File: src/rtl/univ_shift_reg_seq.sv
// Universal shift register with burst sequencer; direct modes take effect on the next edge, and A/D/start are ignored while busy or done.
// Optional USR_ROTATE_EN: ROT=1 feeds the wrapped bit back instead of DL/DR (ROT is latched with start for bursts).
module univ_shift_reg_seq #(
    parameter int WIDTH = 8,
    parameter int CNT_W = 4
) (
    input  logic             clock,
    input  logic             reset,
    input  logic [1:0]       A,
    input  logic             ROT,
    input  logic [WIDTH-1:0] D,
    input  logic             DL,
    input  logic             DR,
    input  logic             start,
    input  logic [CNT_W-1:0] count,
    output logic [WIDTH-1:0] Q,
    output logic             SO_R,
    output logic             SO_L,
    output logic             busy,
    output logic             done
);

    localparam logic [1:0] ST_IDLE  = 2'd0;
    localparam logic [1:0] ST_SHIFT = 2'd1;
    localparam logic [1:0] ST_DONE  = 2'd2;

    localparam logic [1:0] MODE_HOLD  = 2'b00;
    localparam logic [1:0] MODE_RIGHT = 2'b01;
    localparam logic [1:0] MODE_LEFT  = 2'b10;
    localparam logic [1:0] MODE_LOAD  = 2'b11;

    logic [1:0]       state;
    logic [CNT_W-1:0] remaining;
    logic             dir_left;
    logic             rot_direct;
    logic             rot_burst;
    logic             burst_req;

`ifdef USR_ROTATE_EN
    logic rot_lat;

    always_ff @(posedge clock) begin
        if (!reset) begin
            rot_lat <= 1'b0;
        end else if (state == ST_IDLE && burst_req) begin
            rot_lat <= ROT;
        end
    end

    assign rot_direct = ROT;
    assign rot_burst  = rot_lat;
`else
    logic unused_rot;

    assign unused_rot = ROT;
    assign rot_direct = 1'b0;
    assign rot_burst  = 1'b0;
`endif

    assign burst_req = start && (A == MODE_RIGHT || A == MODE_LEFT);

    function automatic logic [WIDTH-1:0] shift_step(
        input logic [WIDTH-1:0] cur,
        input logic             left,
        input logic             rot,
        input logic             dl,
        input logic             dr
    );
        if (left) begin
            return {cur[WIDTH-2:0], rot ? cur[WIDTH-1] : dl};
        end
        return {rot ? cur[0] : dr, cur[WIDTH-1:1]};
    endfunction

    always_ff @(posedge clock) begin
        if (!reset) begin
            state     <= ST_IDLE;
            Q         <= '0;
            remaining <= '0;
            dir_left  <= 1'b0;
        end else begin
            case (state)
                ST_IDLE: begin
                    if (burst_req) begin
                        // The accepting edge only latches the burst; the first shift happens on the next edge.
                        dir_left  <= (A == MODE_LEFT);
                        remaining <= count;
                        state     <= (count == '0) ? ST_DONE : ST_SHIFT;
                    end else begin
                        case (A)
                            MODE_RIGHT: Q <= shift_step(Q, 1'b0, rot_direct, DL, DR);
                            MODE_LEFT:  Q <= shift_step(Q, 1'b1, rot_direct, DL, DR);
                            MODE_LOAD:  Q <= D;
                            MODE_HOLD:  Q <= Q;
                            default:    Q <= Q;
                        endcase
                    end
                end
                ST_SHIFT: begin
                    Q <= shift_step(Q, dir_left, rot_burst, DL, DR);
                    if (remaining != '0) begin
                        remaining <= remaining - 1'b1;
                    end
                    if (remaining <= CNT_W'(1)) begin
                        state <= ST_DONE;
                    end
                end
                ST_DONE: begin
                    state <= ST_IDLE;
                end
                default: begin
                    state <= ST_IDLE;
                end
            endcase
        end
    end

    assign busy = (state == ST_SHIFT);
    assign done = (state == ST_DONE);
    assign SO_R = Q[0];
    assign SO_L = Q[WIDTH-1];

endmodule
File: config.mk
export PLATFORM = sky130hd
export DESIGN_NAME = univ_shift_reg_seq
export DESIGN_NICKNAME = d
export VERILOG_FILES = /design/src/rtl/univ_shift_reg_seq.sv
export SDC_FILE = /design/constraint.sdc
export NUM_CORES = 1
export LEC_CHECK = 0
export BUFFER_PORTS_ARGS = -buffer_cell sky130_fd_sc_hd__buf_2
export CAP_MARGIN = 15
export CORE_AREA = 4 4 69 71
export CTS_CLUSTER_SIZE = 40
export DETAILED_ROUTE_END_ITERATION = 8
export DIE_AREA = 0 0 73 75
export PLACE_DENSITY = 0.49
export SYNTH_ARGS = -nofsm -noshare
export SYNTH_HDL_FRONTEND = slang
export SYNTH_SLANG_ARGS = --single-unit
File: constraint.sdc
create_clock -name clock -period 2 [get_ports clock]
set_input_delay 0.2 -clock clock [delete_from_list [all_inputs] [get_ports clock]]
set_output_delay 0.2 -clock clock [all_outputs]
set_load 0.02 [all_outputs]
---- Word level (Yosys, flattened, before mapping) ----
Cells that the tools add are included.
word-level totals
  bits of input ports ..................... 20
  output and inout bits ................... 12
  word-level logic and storage cells ...... 47
  flip-flop bits (word level) ............. 15
operators by class
  equality and inequality tests ........... 10
  multiplexer cells ....................... 20
  reductions and logical operators ........ 11
  $lt $le $gt $ge ......................... 1
  add/subtract/negate cells ............... 1
operator list
  kind                   number
  $mux W8                4
  $pmux W8 S3            1
  $pmux W8 S2            1
  $mux W4                2
  $pmux W4 S2            1
  $mux W1                7
  $eq A2 B2 Y1 const B   3
  $mux W2                3
  $ne A2 B2 Y1 const B   3
  $reduce_and A3 Y1      2
  $eq A2 B1 Y1 const B   2
  $le A4 B1 Y1 const B   1
  $logic_not A2 Y1       2
  $logic_not A4 Y1       1
  $ne A2 B1 Y1 const B   2
  $pmux W2 S2            1
  $reduce_and A2 Y1      2
  $reduce_bool A4 Y1     1
  $sub A4 B1 Y4 const B  1
  $reduce_bool A2 Y1     1
  $logic_and A1 B1 Y1    1
  $logic_or A1 B1 Y1     1

---- Longest topological paths before layout ----
Gate-level depths: netlist of the first run.
  depth in word-level cells ............... 10
  mapped depth ............................ 7

---- Least setup slack after synthesis of the first run ----
Ideal clock, no wire load.
  kind .................................... register to register
  from .................................... reg remaining[0]
  to ...................................... reg remaining[1]
  arrival ................................. 1.299 ns
  stages on the path, launching flop included .. 6
  required time ........................... 1.875 ns
  setup slack ............................. 0.576 ns
  setup time .............................. 0.125 ns
  cell sequence ........................... dfxtp_1 > inv_1 > ha_1 > a311o_1 > a211oi_1 > a211oi_1
on the way
  word-level cells in the longest chain between the ends .. 3
  elaborated cells between the ends (all ways) .. 6
  those cells by class .................... add/sub (1); eq/ne (1); mux (2); reduce/logical (2)
RTL lines
  what                                                 RTL line  text
  start, declared                                      33        logic [CNT_W-1:0] remaining;
  start signal, assigned                               87        remaining <= count;
  start signal, assigned                               102       remaining <= remaining - 1'b1;
  $sub A4 B1 Y4 or $reduce_bool A4 Y1 (tied branches)  102, 101
  $mux W4 or $ne A2 B1 Y1 (tied branches)              -
  $pmux W4 S2 or $reduce_and A3 Y1 (tied branches)     -
Parallel ways exist; a longest one is shown, timed or not. The select of a mux whose other input is x is not followed.
A chain may end at the register's enable or synchronous reset.

---- Final worst setup path of the first run ----
  from .................................... reg state[0]
  to ...................................... out busy
on the way
  word-level cells in the longest chain between the ends .. 1
RTL lines
  what                    RTL line  text
  start, declared         32        logic [1:0] state;
  start signal, assigned  88        state <= (count == '0) ? ST_DONE : ST_SHIFT;
  $eq A2 B1 Y1            118       assign busy = (state == ST_SHIFT);
  end, declared           19        output logic busy,
No other way between the ends.

==> impl_metrics.tcl, run 1 <==
set metrics [dict create \
    syn_inst 123 \
    synthTopCellsByCount "dfxtp_1 (15), a21oi_1 (13), a22o_1 (13), a211oi_1 (8), inv_1 (8)" \
    clk_latency_ns 0.25 \
    row_count 24 \
    ys_top_cells_by_area "dfxtp_1 (29%), a22o_1 (11%), a21oi_1 (6.4%), ha_1 (6.1%), mux2i_1 (5.9%)" \
    worst_setup_path_end_kind "primary output" \
    startpoint_type "flip-flop" \
    cp_top_family "flip-flops" \
    crit_buf_inv 2 \
    vdd_drop_max_v 0.0001712 \
    max-cap-violations 0 \
    hold_ws_ns 0.2663 \
    arrival_ns 1.62 \
    boundaryPins 32 \
    worst_path_largest_cell_delay_ns 0.57 \
    clkSinkCount 15 \
    cp_max_fo 15 \
    top_layer "met4" \
    grt_setup_unrepaired "false" \
    synthToLayoutAreaGrowth_pct 21.39 \
    synth.most_common_cell "dfxtp_1" \
    ctsRootBufferMaster "clkbuf_8" \
    vias 1009 \
    nNetsFinal 176 \
    m1WireLength_um 1344 \
    numCtsBuffers 3 \
    grt_max_degree 16 \
    ctsHtreeMaxLevel 1 \
    place_inst 198 \
    status "finished clean" \
    viasPerCell 4.995 \
    cp_cell_sequence "nand2b_1 > inv_2 > buf_2" \
    io_buffers 30 \
    ant_nets 0 \
    met2_length_um 1372 \
    drive_gt1_share_pct 24.67 \
    slew_headroom_pct 62.52 \
    slew_viol_final 0 \
    setup_ws_ns 0.1776 \
    cts_hold_buf 0 \
    met3_length_um 56 \
    ys_ff_latch 15 \
    drt-initial-drc-count 48 \
    first_pass_iters 4 \
    synth-edff-count 0 \
    crit_type "reg2out" \
    ys.flop_type "dfxtp_1" \
    grt_pass1_wl_um 4347 \
    synth_area_um2 1023 \
    pre_cts_ws_ns 0.3481 \
    fin_util_pct 29.34 \
    chipHeight_um 75 \
    instances_no_fill 202 \
    clock_skew_ns 0.003076 \
    synth_area_per_cell_um2 8.321 \
    core_um2 4234 \
    syn_nets 148 \
    tightest_slew_ns 0.5602 \
    fillers 462 \
    fmax_ghz 0.5487 \
    total_leakage_power_uw 0.0005276 \
    powerDensity_nw_per_um2 742.1 \
    drc_errors 0 \
    netlist.area_leader.share_pct 29.34 \
    tns_ns 0 \
    wl_per_cell_um 14.16 \
    grt-ovfl-total 0 \
    synth_cell_types 35 \
    diodes 0 \
    grt.total_usage_pct 10.13 \
    hold_path_class "in2reg" \
    initial_utilization_pct 24.17 \
    die_area_um2 5475 \
    yosys.area.top_type "dfxtp_1" \
    routabilityCongestion 0.7996 \
    grt_pass1_vias 927 \
    wl_um 2860 \
    die_w_um 73 \
    setup_viol 0 \
    postCtsSetupRepairBufs 0 \
    yosysWarnings 0 \
    cts_tree "done" \
    period_share_pct 91.12 \
    cts_max_path_buffers 2 \
    critPathSlowestCell "dfxtp_1" \
    ys_seq_area_share_pct 29.34 \
    dp_hpwl_um 2107 \
    asyncSetResetFlopFracSynth_pct 0 \
    cts_resized 0 \
    antenna_found_initial 0 \
    required_ns 1.80 \
    hold_violations 0 \
    finalCriticalPeriod_ns 1.822 \
    path_clk_slew_ns 0.06 \
]
-- worst paths after layout --
path / from / endpoint / slack, ns / depth (start not counted)
min reg2reg: remaining[2] / remaining[2] / 0.52 / 2
max: state[0] / busy / 0.18 / 3
min: count[2] / state[1] / 0.27 / 4
max reg2reg: state[0] / Q[4] / 0.32 / 5
-- power by group --
group	internal, uW	switching, uW	leakage, uW
Combinational	125	174	0.000382
Sequential	332	43.4	0.000123
Clock	141	107	0.0000228
-- kinds of logic (layout without fill, tap and decap cells) --
group	count (synthesis)	count (layout)	share of synthesized area, %
AOI/OAI and AO/OA	51	51	34.96
and+or+nand+nor	28	28	14.92
buffers and inverters	18	45	8.801
DFF	15	15	29.34
muxes	6	6	5.868
adders and majority gates	5	5	6.112
-- registers in the layout, indices dropped and copies added, names as in the netlist --
register	flops
Q	8
dir_left	1
remaining	4
state	2
-- area by class of cell --
type,instances,area (um2),share of cell area [%]
multi-input combinational,90,633.1,50.96
sequential,15,300.3,24.17
timing repair buffer,32,165.2,13.29
tap,52,65.06,5.237
clock buffer,4,45.04,3.625
inverter,9,33.78,2.719
-- placed cells by master, fill, tap and decap left out --
cell type / instances
nand3_1: 3
o221ai_1: 1
buf_4: 2
and3_2: 1
nor2b_1: 3
a21o_1: 1
nand4b_1: 1
and3b_1: 1
inv_1: 8
o21ai_1: 4
nand3b_1: 1
ha_1: 5
clkbuf_8: 3
o211ai_1: 5
o21a_1: 1
dfxtp_1: 15
a311o_1: 1
a21oi_1: 13
inv_2: 1
o2bb2ai_1: 1
a22o_1: 13
nor3b_1: 1
mux2i_1: 6
buf_2: 30
nor2_1: 6
nand2_1: 5
clkbuf_1: 1
nor4_1: 1
or3_1: 2
nand2b_1: 3
a211oi_1: 8
a21boi_1: 1
a31oi_1: 1
o21ai_0: 1
-- routing by layer --
| metal | GRT usage, % | vias up |
|---|---|---|
| li1 | - | 515 |
| met4 | 6.148 | 0 |
| met1 | 13.52 | 466 |
| met3 | 0.5340 | 8 |
| met2 | 16.09 | 20 |
| met5 | 0 | - |
-- tightest hold or removal path: stages --
cell	delay, ns
buf_2	0.09
nor4_1	0.06
nand2_1	0.06
a21oi_1	0.06
-- metrics by stage --
stage	area [um2]	power, uW
finish	1242	922.0
global route	1242	976.2
CTS	1242	927.7
detailed placement	1197	676.0
global placement	1197	667.3
floorplan	1023	593.8
No activity file was read; power rests on OpenSTA's default activity.
==> run 2: changes to the inputs <==
--- a/config.mk
+++ b/config.mk
@@ -7,11 +7,12 @@
 export LEC_CHECK = 0
 export BUFFER_PORTS_ARGS = -buffer_cell sky130_fd_sc_hd__buf_2
 export CAP_MARGIN = 15
-export CORE_AREA = 4 4 69 71
+export CORE_AREA = 4 4 51 53
 export CTS_CLUSTER_SIZE = 40
 export DETAILED_ROUTE_END_ITERATION = 8
-export DIE_AREA = 0 0 73 75
-export PLACE_DENSITY = 0.49
+export DIE_AREA = 0 0 55 57
+export PLACE_DENSITY = 0.8
+export SLEW_MARGIN = 10
 export SYNTH_ARGS = -nofsm -noshare
 export SYNTH_HDL_FRONTEND = slang
 export SYNTH_SLANG_ARGS = --single-unit
==> run 2 against run 1 <==
- worst hold slack lost 0.084 ns
- core utilization grew 26 points
- die area shrank 43%
- via count grew 3.4%
- critical path type unchanged
==> impl_metrics.tcl, run 2 (synthesis results as in run 1) <==
set metrics [dict create \
    status "finished clean" \
    tns_ns 0 \
    p_total_uw 856.4 \
    fillers 217 \
    hold_violations 0 \
    viasPerCell 5.860 \
    vias 1043 \
    cts_hold_buf 0 \
    cp_max_fo 15 \
    ctsHtreeMaxLevel 1 \
    multi_input_area_um2 633.1 \
    fin_util_pct 55.62 \
    io_buffers 30 \
    path_clk_slew_ns 0.09 \
    drt-initial-drc-count 46 \
    hold_path_class "in2reg" \
    ctsRootBufferMaster "clkbuf_4" \
    grt_pass1_vias 1008 \
    drive_gt1_share_pct 25.33 \
    cts_tree "done" \
    worst_path_largest_cell_delay_ns 0.46 \
    cp_cell_sequence "nand2b_1 > inv_2 > buf_2" \
    die_w_um 55 \
    antenna_found_initial 0 \
    dp_hpwl_um 1971 \
    crit_type "reg2out" \
    grt-ovfl-total 0 \
    synthToLayoutAreaGrowth_pct 16.75 \
    final_common_cell "buf_2" \
    period_share_pct 86.84 \
    wl_um 2633 \
    routabilityCongestion 0.8480 \
    grt.total_usage_pct 18.59 \
    core_um2 2148 \
    numCtsBuffers 3 \
    final_cell_mix "buf_2 (30), dfxtp_1 (14), a21oi_1 (13), a22o_1 (13)" \
    rr_worst_depth 5 \
    row_count 17 \
    pre_cts_ws_ns 0.3205 \
    required_ns 1.80 \
    clkSinkCount 15 \
    critPathSlowestCell "dfxtp_2" \
    fmax_ghz 0.5758 \
    boundaryPins 32 \
    largest_register_ffs 8 \
    diodes 0 \
    slew_viol_final 0 \
    max-cap-violations 0 \
    nNetsFinal 176 \
    initial_utilization_pct 47.64 \
    worst_setup_path_end_kind "primary output" \
    first_pass_iters 4 \
    crit_cells 3 \
    setup_viol 0 \
    setup_ws_ns 0.2633 \
    arrival_ns 1.54 \
    ant_nets 0 \
    cts_resized 0 \
    top_register "Q" \
    clk_latency_ns 0.29 \
    postCtsSetupRepairBufs 0 \
    tightest_slew_ns 0.5081 \
    slew_headroom_pct 66.00 \
    powerDensity_nw_per_um2 716.7 \
    drc_errors 0 \
    cts_max_path_buffers 2 \
    grt_max_degree 16 \
    vdd_drop_max_v 0.0005508 \
    cp_top_family "buffers and inverters" \
    finalCriticalPeriod_ns 1.737 \
    startpoint_type "flip-flop" \
    grt_setup_unrepaired "false" \
    clock_skew_ns 0.002884 \
    total_leakage_power_uw 0.0005202 \
    wl_per_cell_um 14.79 \
    reg.largest.list "Q (8), remaining (4), state (2)" \
    ff_latch_area_um2 301.5 \
    chipHeight_um 57 \
    grt_pass1_wl_um 4402 \
    die_area_um2 3135 \
    hold_depth 2 \
    crit_buf_inv 2 \
]
==> run 2: cell type report <==
class | count | share of cell area [%]
timing repair buffer | 32 | 13.82
sequential | 15 | 25.24
multi-input combinational | 90 | 52.98
tap | 28 | 2.932
inverter | 9 | 2.827
clock buffer | 4 | 2.199
==> run 2: power by group <==
part / switching [uW] / internal (uW) / total (uW)
Combinational: 174 / 126 / 300
Clock: 104 / 77.6 / 182
Sequential: 43.0 / 332 / 375
Total: 322 / 535 / 856
==> run 2: final timing paths <==
check / start / end / slack, ns
worst min register to register: remaining[3] / remaining[3] / 0.51
worst max register to register: remaining[0] / remaining[1] / 0.40
worst min-delay path: reset / remaining[3] / 0.18
worst max-delay path: state[0] / busy / 0.26
==> run 2: layer usage <==
metal	global-route usage, %	wire length, um
met4	4.167	12
met3	6.266	163
met2	30.57	1288
met1	23.06	1168
met5	0	0
==> run 2: metrics by stage <==
step                hold slack (ns)  cells  cell area (um2)
global route                 0.2012    178             1195
finish                       0.1825    178             1195
floorplan                    0.3169    123             1023
global placement             0.4720    174             1167
CTS                          0.1772    178             1194
detailed placement           0.4866    174             1167
==> run 3: changes to the inputs <==
--- a/config.mk
+++ b/config.mk
@@ -12,6 +12,8 @@
 export DETAILED_ROUTE_END_ITERATION = 8
 export DIE_AREA = 0 0 55 57
 export PLACE_DENSITY = 0.8
+export RECOVER_POWER = 25
+export REMOVE_ABC_BUFFERS = 1
 export SLEW_MARGIN = 10
 export SYNTH_ARGS = -nofsm -noshare
 export SYNTH_HDL_FRONTEND = slang
==> run 3 against run 2 <==
- setup slack better by 0.048 ns
- sequential share of layout area is 0.13 points higher
- die area stayed put
==> impl_metrics.tcl, run 3 (synthesis results as in run 1) <==
set metrics [dict create \
    status "finished clean" \
    holdCritStartpoint "reset" \
    vias 1052 \
    largest_register_ffs 8 \
    hold_depth 2 \
    hold_ws_ns 0.1795 \
    clock_skew_ns 0.005226 \
    powerDensity_nw_per_um2 714.3 \
    drt-initial-drc-count 25 \
    fillers 210 \
    diodes 0 \
    grt_pass1_vias 1027 \
    met3_length_um 143 \
    ctsHtreeMaxLevel 1 \
    antenna_found_initial 0 \
    setup_ws_ns 0.3117 \
    slew_headroom_pct 62.98 \
    met2_length_um 1281 \
    row_count 17 \
    reg.largest.list "Q (8), remaining (4), state (2)" \
    r2r_slack_ns 0.41 \
    initial_utilization_pct 47.64 \
    first_pass_iters 4 \
    vdd_drop_max_v 0.0004976 \
    grt_setup_unrepaired "false" \
    wl_per_cell_um 14.51 \
    hold_path_class "in2reg" \
    arrival_ns 1.49 \
    routabilityCongestion 0.8582 \
    grt_max_degree 16 \
    boundaryPins 32 \
    tns_ns 0 \
    drive_gt1_share_pct 22.00 \
    rr_worst_depth 5 \
    die_area_um2 3135 \
    hold_end "remaining[3]" \
    io_buffers 30 \
    max-cap-violations 0 \
    drc_errors 0 \
    total_leakage_power_uw 0.0004986 \
    clkSinkCount 15 \
    worst_setup_path_end_kind "primary output" \
    dp_hpwl_um 1904 \
    cts_tree "done" \
    core_um2 2148 \
    m1WireLength_um 1140 \
    r2r-end "remaining[1]" \
    fin_util_pct 55.33 \
    setup_viol 0 \
    required_ns 1.80 \
    startpoint_type "flip-flop" \
    final_cell_mix "buf_2 (24), dfxtp_1 (14), a21oi_1 (13), a22o_1 (13)" \
    cp_max_fo 15 \
    tightest_slew_ns 0.5532 \
    clk_latency_ns 0.28 \
    p_total_uw 849.1 \
    cts_max_path_buffers 2 \
    pre_cts_ws_ns 0.3556 \
    finalCriticalPeriod_ns 1.688 \
    ant_nets 0 \
    die_w_um 55 \
    grt_pass1_wl_um 4367 \
    top_layer "met4" \
    crit_type "reg2out" \
    slew_viol_final 0 \
    period_share_pct 84.41 \
    nNetsFinal 176 \
    hold_violations 0 \
    grt-ovfl-total 0 \
    viasPerCell 5.910 \
    numCtsBuffers 3 \
    wl_um 2583 \
    cts_hold_buf 0 \
    top_register "Q" \
    fmax_ghz 0.5923 \
    timing.rr.start "remaining[0]" \
    chipHeight_um 57 \
    grt.total_usage_pct 17.95 \
    ctsRootBufferMaster "clkbuf_4" \
    final_common_cell "buf_2" \
    path_clk_slew_ns 0.10 \
    synthToLayoutAreaGrowth_pct 16.14 \
]
[run 3: cell count changes in the layout (fill, tap and decap cells not counted), sizes merged]
cell    delta
buf        -6
clkbuf     +5
clkinv     +1
[run 3: final cells by class]
type,count,area (um2),share of cell area [%]
multi-input combinational,90,633.1,53.26
clock inverter,1,5.005,0.4211
tap,28,35.03,2.947
inverter,9,33.78,2.842
sequential,15,301.5,25.37
timing repair buffer,32,157.7,13.26
clock buffer,3,22.52,1.895
[run 3: critical path: stages (launching register included)]
cell      delay [ns]
dfxtp_2         0.46
nand2b_1        0.24
inv_2           0.28
buf_2           0.22
[run 3: per-stage QoR]
stage / std cells / cell area [um2]
after floorplan: 114 / 967.2
after global placement: 174 / 1167
after detailed placement: 174 / 1167
after CTS: 178 / 1195
after global routing: 178 / 1189
final: 178 / 1189
[run 3: timing repair]
| action | 4_1_cts | 5_1_grt |
|---|---|---|
| setup buffers | 0 | 0 |
| resized for setup | 0 | 1 |
| endpoints found under the hold margin | 0 | 0 |
| setup endpoints to repair | 0 | 1 |
[run 3: layer usage]
| metal | track usage, % | vias up |
|---|---|---|
| met5 | 0 | - |
| met2 | 28.89 | 28 |
| met4 | 4.514 | 0 |
| met3 | 2.350 | 2 |
| met1 | 24.88 | 506 |
| li1 | - | 516 |
[run 3: worst max path at each step]
stage	from	end	slack (ns)	cells after the start
finish	state[0]	busy	0.31	3
global route	state[0]	busy	0.19	3
CTS	state[0]	busy	0.14	3
detailed placement	A[0]	Q[1]	0.36	7
global placement	state[0]	Q[4]	0.44	4
floorplan	state[1]	Q[5]	0.50	5
[run 3: report_power, final]
part / internal, uW / switching, uW / leakage (uW) / total, uW
clock network: 74.2 / 109 / 0.0000177 / 183
logic: 121 / 171 / 0.000358 / 291
registers: 332 / 42.9 / 0.000123 / 375
